## config.mk

```make
export PLATFORM = sky130hd
export DESIGN_NAME = param_reg_file
export DESIGN_NICKNAME = d
export VERILOG_FILES = /design/src/rtl/param_rf_pkg.sv /design/src/rtl/rf_cell.sv /design/src/rtl/param_reg_file.sv
export SDC_FILE = /design/constraint.sdc
export NUM_CORES = 1
export LEC_CHECK = 0
export BUFFER_PORTS_ARGS = -buffer_cell sky130_fd_sc_hd__buf_2
export CORE_ASPECT_RATIO = 0.9
export CORE_MARGIN = 2
export CORE_UTILIZATION = 62
export CTS_CLUSTER_DIAMETER = 200
export DETAILED_ROUTE_END_ITERATION = 10
export HOLD_SLACK_MARGIN = 0.08
export PLACE_DENSITY_LB_ADDON = 0.2
export SETUP_SLACK_MARGIN = 0.4
export SLEW_MARGIN = 20
export SYNTH_ARGS = -nofsm -noshare
export SYNTH_HDL_FRONTEND = slang
export SYNTH_HIERARCHICAL = 1
export SYNTH_SLANG_ARGS = --single-unit
```

## constraint.sdc

```tcl
create_clock -name clk -period 3.8 [get_ports clk]
set_input_delay 0.19 -clock clk [delete_from_list [all_inputs] [get_ports clk]]
set_output_delay 0.19 -clock clk [all_outputs]
set_load 0.01 [all_outputs]
```

## src/rtl/param_rf_pkg.sv

```systemverilog
// Shared encodings and sizing helpers for the parametrised register file.
package param_rf_pkg;

    localparam logic [1:0] FS_CLR  = 2'b00;
    localparam logic [1:0] FS_LOAD = 2'b01;
    localparam logic [1:0] FS_DEC  = 2'b10;
    localparam logic [1:0] FS_INC  = 2'b11;

    // Read-select width; a two-register file still needs one select bit.
    function automatic int sel_w(input int n);
        return (n <= 2) ? 1 : $clog2(n);
    endfunction

endpackage

```

## src/rtl/rf_cell.sv

```systemverilog
// One register: clear/load/inc/dec with wrap or saturate, plus a sticky wrap flag.
// d_o is the post-update value so read ports can capture it on the same edge.
module rf_cell
    import param_rf_pkg::*;
#(
    parameter int              WIDTH     = 8,
    parameter int              SATURATE  = 0,
    parameter logic [WIDTH-1:0] RESET_VAL = '0
)(
    input  logic             clk,
    input  logic             rst_n,
    input  logic             en_i,
    input  logic [1:0]       fun_sel_i,
    input  logic [WIDTH-1:0] data_i,
    input  logic             status_clr_i,
    output logic [WIDTH-1:0] d_o,
    output logic             flag_o
);

    logic [WIDTH-1:0] val_q, val_d;
    logic             flag_q, flag_d;
    logic             at_max, at_min, wrap_evt;

    assign at_max   = (val_q == {WIDTH{1'b1}});
    assign at_min   = (val_q == '0);
    assign wrap_evt = en_i && (((fun_sel_i == FS_INC) && at_max) ||
                               ((fun_sel_i == FS_DEC) && at_min));

    always_comb begin
        val_d = val_q;
        if (en_i) begin
            case (fun_sel_i)
                FS_CLR:  val_d = '0;
                FS_LOAD: val_d = data_i;
                FS_DEC:  val_d = (SATURATE != 0 && at_min) ? val_q : val_q - 1'b1;
                FS_INC:  val_d = (SATURATE != 0 && at_max) ? val_q : val_q + 1'b1;
            endcase
        end
    end

    // A wrap event on the same edge as a clear request keeps the flag set.
    always_comb begin
        flag_d = flag_q;
        if (status_clr_i || (en_i && fun_sel_i == FS_CLR))
            flag_d = 1'b0;
        if (wrap_evt)
            flag_d = 1'b1;
    end

    always_ff @(posedge clk or negedge rst_n) begin
        if (!rst_n) begin
            val_q  <= RESET_VAL;
            flag_q <= 1'b0;
        end else begin
            val_q  <= val_d;
            flag_q <= flag_d;
        end
    end

    assign d_o    = val_d;
    assign flag_o = flag_q;

endmodule

```

## src/rtl/param_reg_file.sv

```systemverilog
// NUM_REGS x WIDTH counter register file with two registered, write-through read ports.
// Out-of-range read indices return zero.
module param_reg_file
    import param_rf_pkg::*;
#(
    parameter int               WIDTH     = 8,
    parameter int               NUM_REGS  = 8,
    parameter int               SATURATE  = 0,
    parameter logic [WIDTH-1:0] RESET_VAL = '0,
    localparam int              SEL_W     = sel_w(NUM_REGS)
)(
    input  logic                clk,
    input  logic                rst_n,
    input  logic [WIDTH-1:0]    I,
    input  logic [1:0]          fun_sel,
    input  logic [NUM_REGS-1:0] r_sel,
    input  logic [SEL_W-1:0]    o1_sel,
    input  logic [SEL_W-1:0]    o2_sel,
    input  logic                status_clr,
    output logic [WIDTH-1:0]    O1,
    output logic [WIDTH-1:0]    O2,
    output logic [NUM_REGS-1:0] wrap_flags
);

    localparam int NUM_SLOTS = 1 << SEL_W;

    logic [WIDTH-1:0] rd_val [NUM_SLOTS];
    logic [WIDTH-1:0] o1_q, o1_d, o2_q, o2_d;

    for (genvar k = 0; k < NUM_REGS; k++) begin : g_cell
        rf_cell #(
            .WIDTH     (WIDTH),
            .SATURATE  (SATURATE),
            .RESET_VAL (RESET_VAL)
        ) u_cell (
            .clk          (clk),
            .rst_n        (rst_n),
            .en_i         (r_sel[k]),
            .fun_sel_i    (fun_sel),
            .data_i       (I),
            .status_clr_i (status_clr),
            .d_o          (rd_val[k]),
            .flag_o       (wrap_flags[k])
        );
    end

    for (genvar k = NUM_REGS; k < NUM_SLOTS; k++) begin : g_pad
        assign rd_val[k] = '0;
    end

    assign o1_d = rd_val[o1_sel];
    assign o2_d = rd_val[o2_sel];

    always_ff @(posedge clk or negedge rst_n) begin
        if (!rst_n) begin
            o1_q <= '0;
            o2_q <= '0;
        end else begin
            o1_q <= o1_d;
            o2_q <= o2_d;
        end
    end

    assign O1 = o1_q;
    assign O2 = o2_q;

endmodule
```

==> flow_summary.ini <==
[pwr]
power_density_nw_per_um2 = 510
leakagePower_nw = 3.53
power.switching_mw = 1.63
p_comb_share_pct = 44.7
p_sw_share_pct = 39.5
vdd_drop_max_mv = 0.294
clkPwrFrac_pct = 22.7
seq_power_share_pct = 32.6
internal_power_mw = 2.50

[sta]
min_period_over_period_pct = 83.4
min_period_ps = 3170
setup_tns_ps = 0
finalClockSkew_ps = 8.64
rsz0062_at_grt = false
hold_slack_ps = 227
max_freq_mhz = 316
setup_viol = 0
hold_viol_final = 0
slew_headroom_pct = 52.4
worst_pin_slew_ps = 714
slew_violations = 0

[routing]
drt_first_pass_iters = 5
drtIter0Drc = 688
wl_per_cell_um = 22.0
wirelength_mm = 21.5
drc_errors = 0
dr_total_vias = 6781
avgViaCountPerCell = 6.97
final_antenna_net_count = 0

[yosys]
synth-xor-area-share_pct = 3.77
synthTopCellsByArea = dfrtp_1 30%, mux4_1 10%, ha_1 8.1%, a21oi_1 5.0%, o21ai_0 3.4%
synth_most_common_cell = dfrtp_1
synth_top_area_share_pct = 29.6
synthTopCellsByCount = 88 x dfrtp_1, 74 x a21oi_1, 56 x nand2_1, 56 x nor2_1, 50 x o21ai_0
synthCells = 772
ys_ff_latch = 88
synth_adder_area_share_pct = 10.2
ys_warn_count = 6
synth_enable_flop_cells = 0
yosys.area.top_type = dfrtp_1
seq_area_frac_synth_pct = 29.6
synth_ff_type = dfrtp_1
syn_area_um2 = 7440
async_reset_ff_share_pct = 100
synth_compound_area_share_pct = 22.0
synth.mux.area_fraction_pct = 14.6
syn_nets = 855
synth.avg_cell_area_um2 = 9.64
synth_top_family_by_area = compound AO/OA/AOI/OAI gates
synth_cell_types = 53
yosys.area_share.simple_pct = 15.0

[clock_tree]
clock_sink_count = 88
cts_made_buffers = 9
root_buffer = clkbuf_16
clock_latency_ps = 350
cts_buffer_depth = 2
htreeDepth = 3
postCtsSetupBuffers = 0
cts_tree = done
clk_pin_slew_ps = 70

[floorplan]
fp.coreArea_um2 = 11600
dieArea_um2 = 12900
die_h_um = 108
die_w_um = 119
rows = 37
start_util_pct = 64.3
io_pins = 51

[global_route]
grt_start_max_net_pins = 54
grt_pass1_vias = 6443
antenna_found_initial = 0
grt-ovfl-total = 0
track_usage_pct = 34.4
grt_pass1_wl_mm = 34.3

[cells_and_area]
layout-drive-gt1-share_pct = 15.4
area_growth_pct = 8.76
final_cells = 973
fillCellCount = 877
nets = 894

[critical_path]
regToRegSetupSlack_ps = 830
r2r_end = O2[7]
crit_start = fun_sel[1]
arrival_ps = 3400
r2r_cells = 9
endpoint = O2[7]
crit_type = in2reg
end_kind = flip-flop
worstPathRequired_ps = 4030
start_kind = primary input
timing.rr.start = g_cell[6].u_cell/val_q[1]
cp_max_fo = 31

[min_path]
min_from = r_sel[1]
hold_path.class = in2reg

[outcome]
status = complete, no violations

[run]
maxCapViolCount = 0

[placed_design]
dp.cells = 955
dp_hpwl_mm = 15.6
gp_congestion = 0.964
io_buffers = 50
==> flip-flops by register name, summed over array words and instances, names as in the netlist <==
register,cells
g_cell.u_cell/flag_o,8
O1,8
g_cell.u_cell/val_q,64
O2,8
==> stage by stage <==
step                util (%)  total power [mW]  cell area [µm²]  setup slack [ps]
finish                  69.9              4.13             8100               633
global route            69.9              4.35             8090               511
CTS                     69.9              4.08             8090               493
detailed placement      67.1              3.13             7770               123
global placement        67.1              3.05             7770               280
floorplan                  -              2.63             7440               882
==> worst min-delay path by stage <==
stage / slack, ps / cells past startpoint / to
floorplan: -110 / 0 / O1[0]
global placement: 280 / 1 / g_cell[2].u_cell/flag_o
detailed placement: 280 / 1 / g_cell[2].u_cell/flag_o
CTS: 230 / 2 / g_cell[1].u_cell/val_q[4]
global route: 270 / 2 / g_cell[1].u_cell/val_q[4]
finish: 230 / 2 / g_cell[1].u_cell/val_q[4]
==> layer usage <==
layer	wire [µm]	GRT usage, %
met5	0	0
met4	828	13.4
met3	2100	6.43
met2	9570	53.1
met1	8950	48.8
==> area by class of cell <==
type                            instances  area [µm²]  area share (%)
Inverter                               42         158            1.95
Clock buffer                           12         256            3.17
Sequential cell                        88        2200            27.2
Antenna cell                            1        2.50          0.0309
Timing Repair Buffer                   62         350            4.33
Clock inverter                          4        52.6           0.649
Tap cell                              156         195            2.41
Multi-Input combinational cell        608        4880            60.3
==> critical path, stage by stage <==
cell and delay, ps:
clkbuf_4 380, nand2_1 320, ha_1 410, a211oi_2 280, nor2_1 130, a221oi_2 280
xor2_1 210, mux2i_1 260, o21ai_1 150, mux4_1 510, mux2_2 280
==> kinds of logic after synthesis <==
logic type               count (synthesis)
AND/OR/NAND/NOR                        218
adder cells (fa/ha/maj)                 56
buffers and inverters                   76
flip-flops                              88
XOR/XNOR                                32
multiplexers                            56
AO/OA/AOI/OAI                          246
==> power groups by stage <==
stage | Combinational [mW] | Sequential [mW] | Clock [mW]
after floorplan | 1.33 | 1.30 | 0
after global placement | 1.71 | 1.34 | 0
after detailed placement | 1.79 | 1.34 | 0
after CTS | 1.81 | 1.33 | 0.934
after global routing | 2.01 | 1.36 | 0.981
final | 1.85 | 1.34 | 0.936
==> what timing repair did <==
action	4_1_cts	5_1_grt
setup endpoints to repair	0	3
gates resized for setup	0	2
hold buffers	1	0
hold endpoints to repair	52	0
==> placed cells by master (no fill, tap or decap), types with 8 or more instances in the layout <==
master,netlist,final
nor2_1,56,56
nand4_1,16,16
ha_1,48,48
a21oi_1,74,74
o21a_1,8,8
a32oi_1,8,8
xor2_1,16,16
nand2_1,56,56
xnor2_1,16,16
buf_2,6,47
inv_1,41,41
or4_1,12,12
a211oi_1,8,8
dfrtp_1,88,88
o21bai_1,12,12
o211ai_1,8,8
o21ai_1,10,10
nor2b_1,22,22
o21ai_0,50,50
buf_4,2,12
mux2_2,16,16
mux4_1,29,29
fa_1,8,8
nor4_1,8,8
a22oi_1,16,16
clkbuf_16,0,9
nor3_1,14,14
mux2i_1,8,8
(Power assumes the default switching activity.)
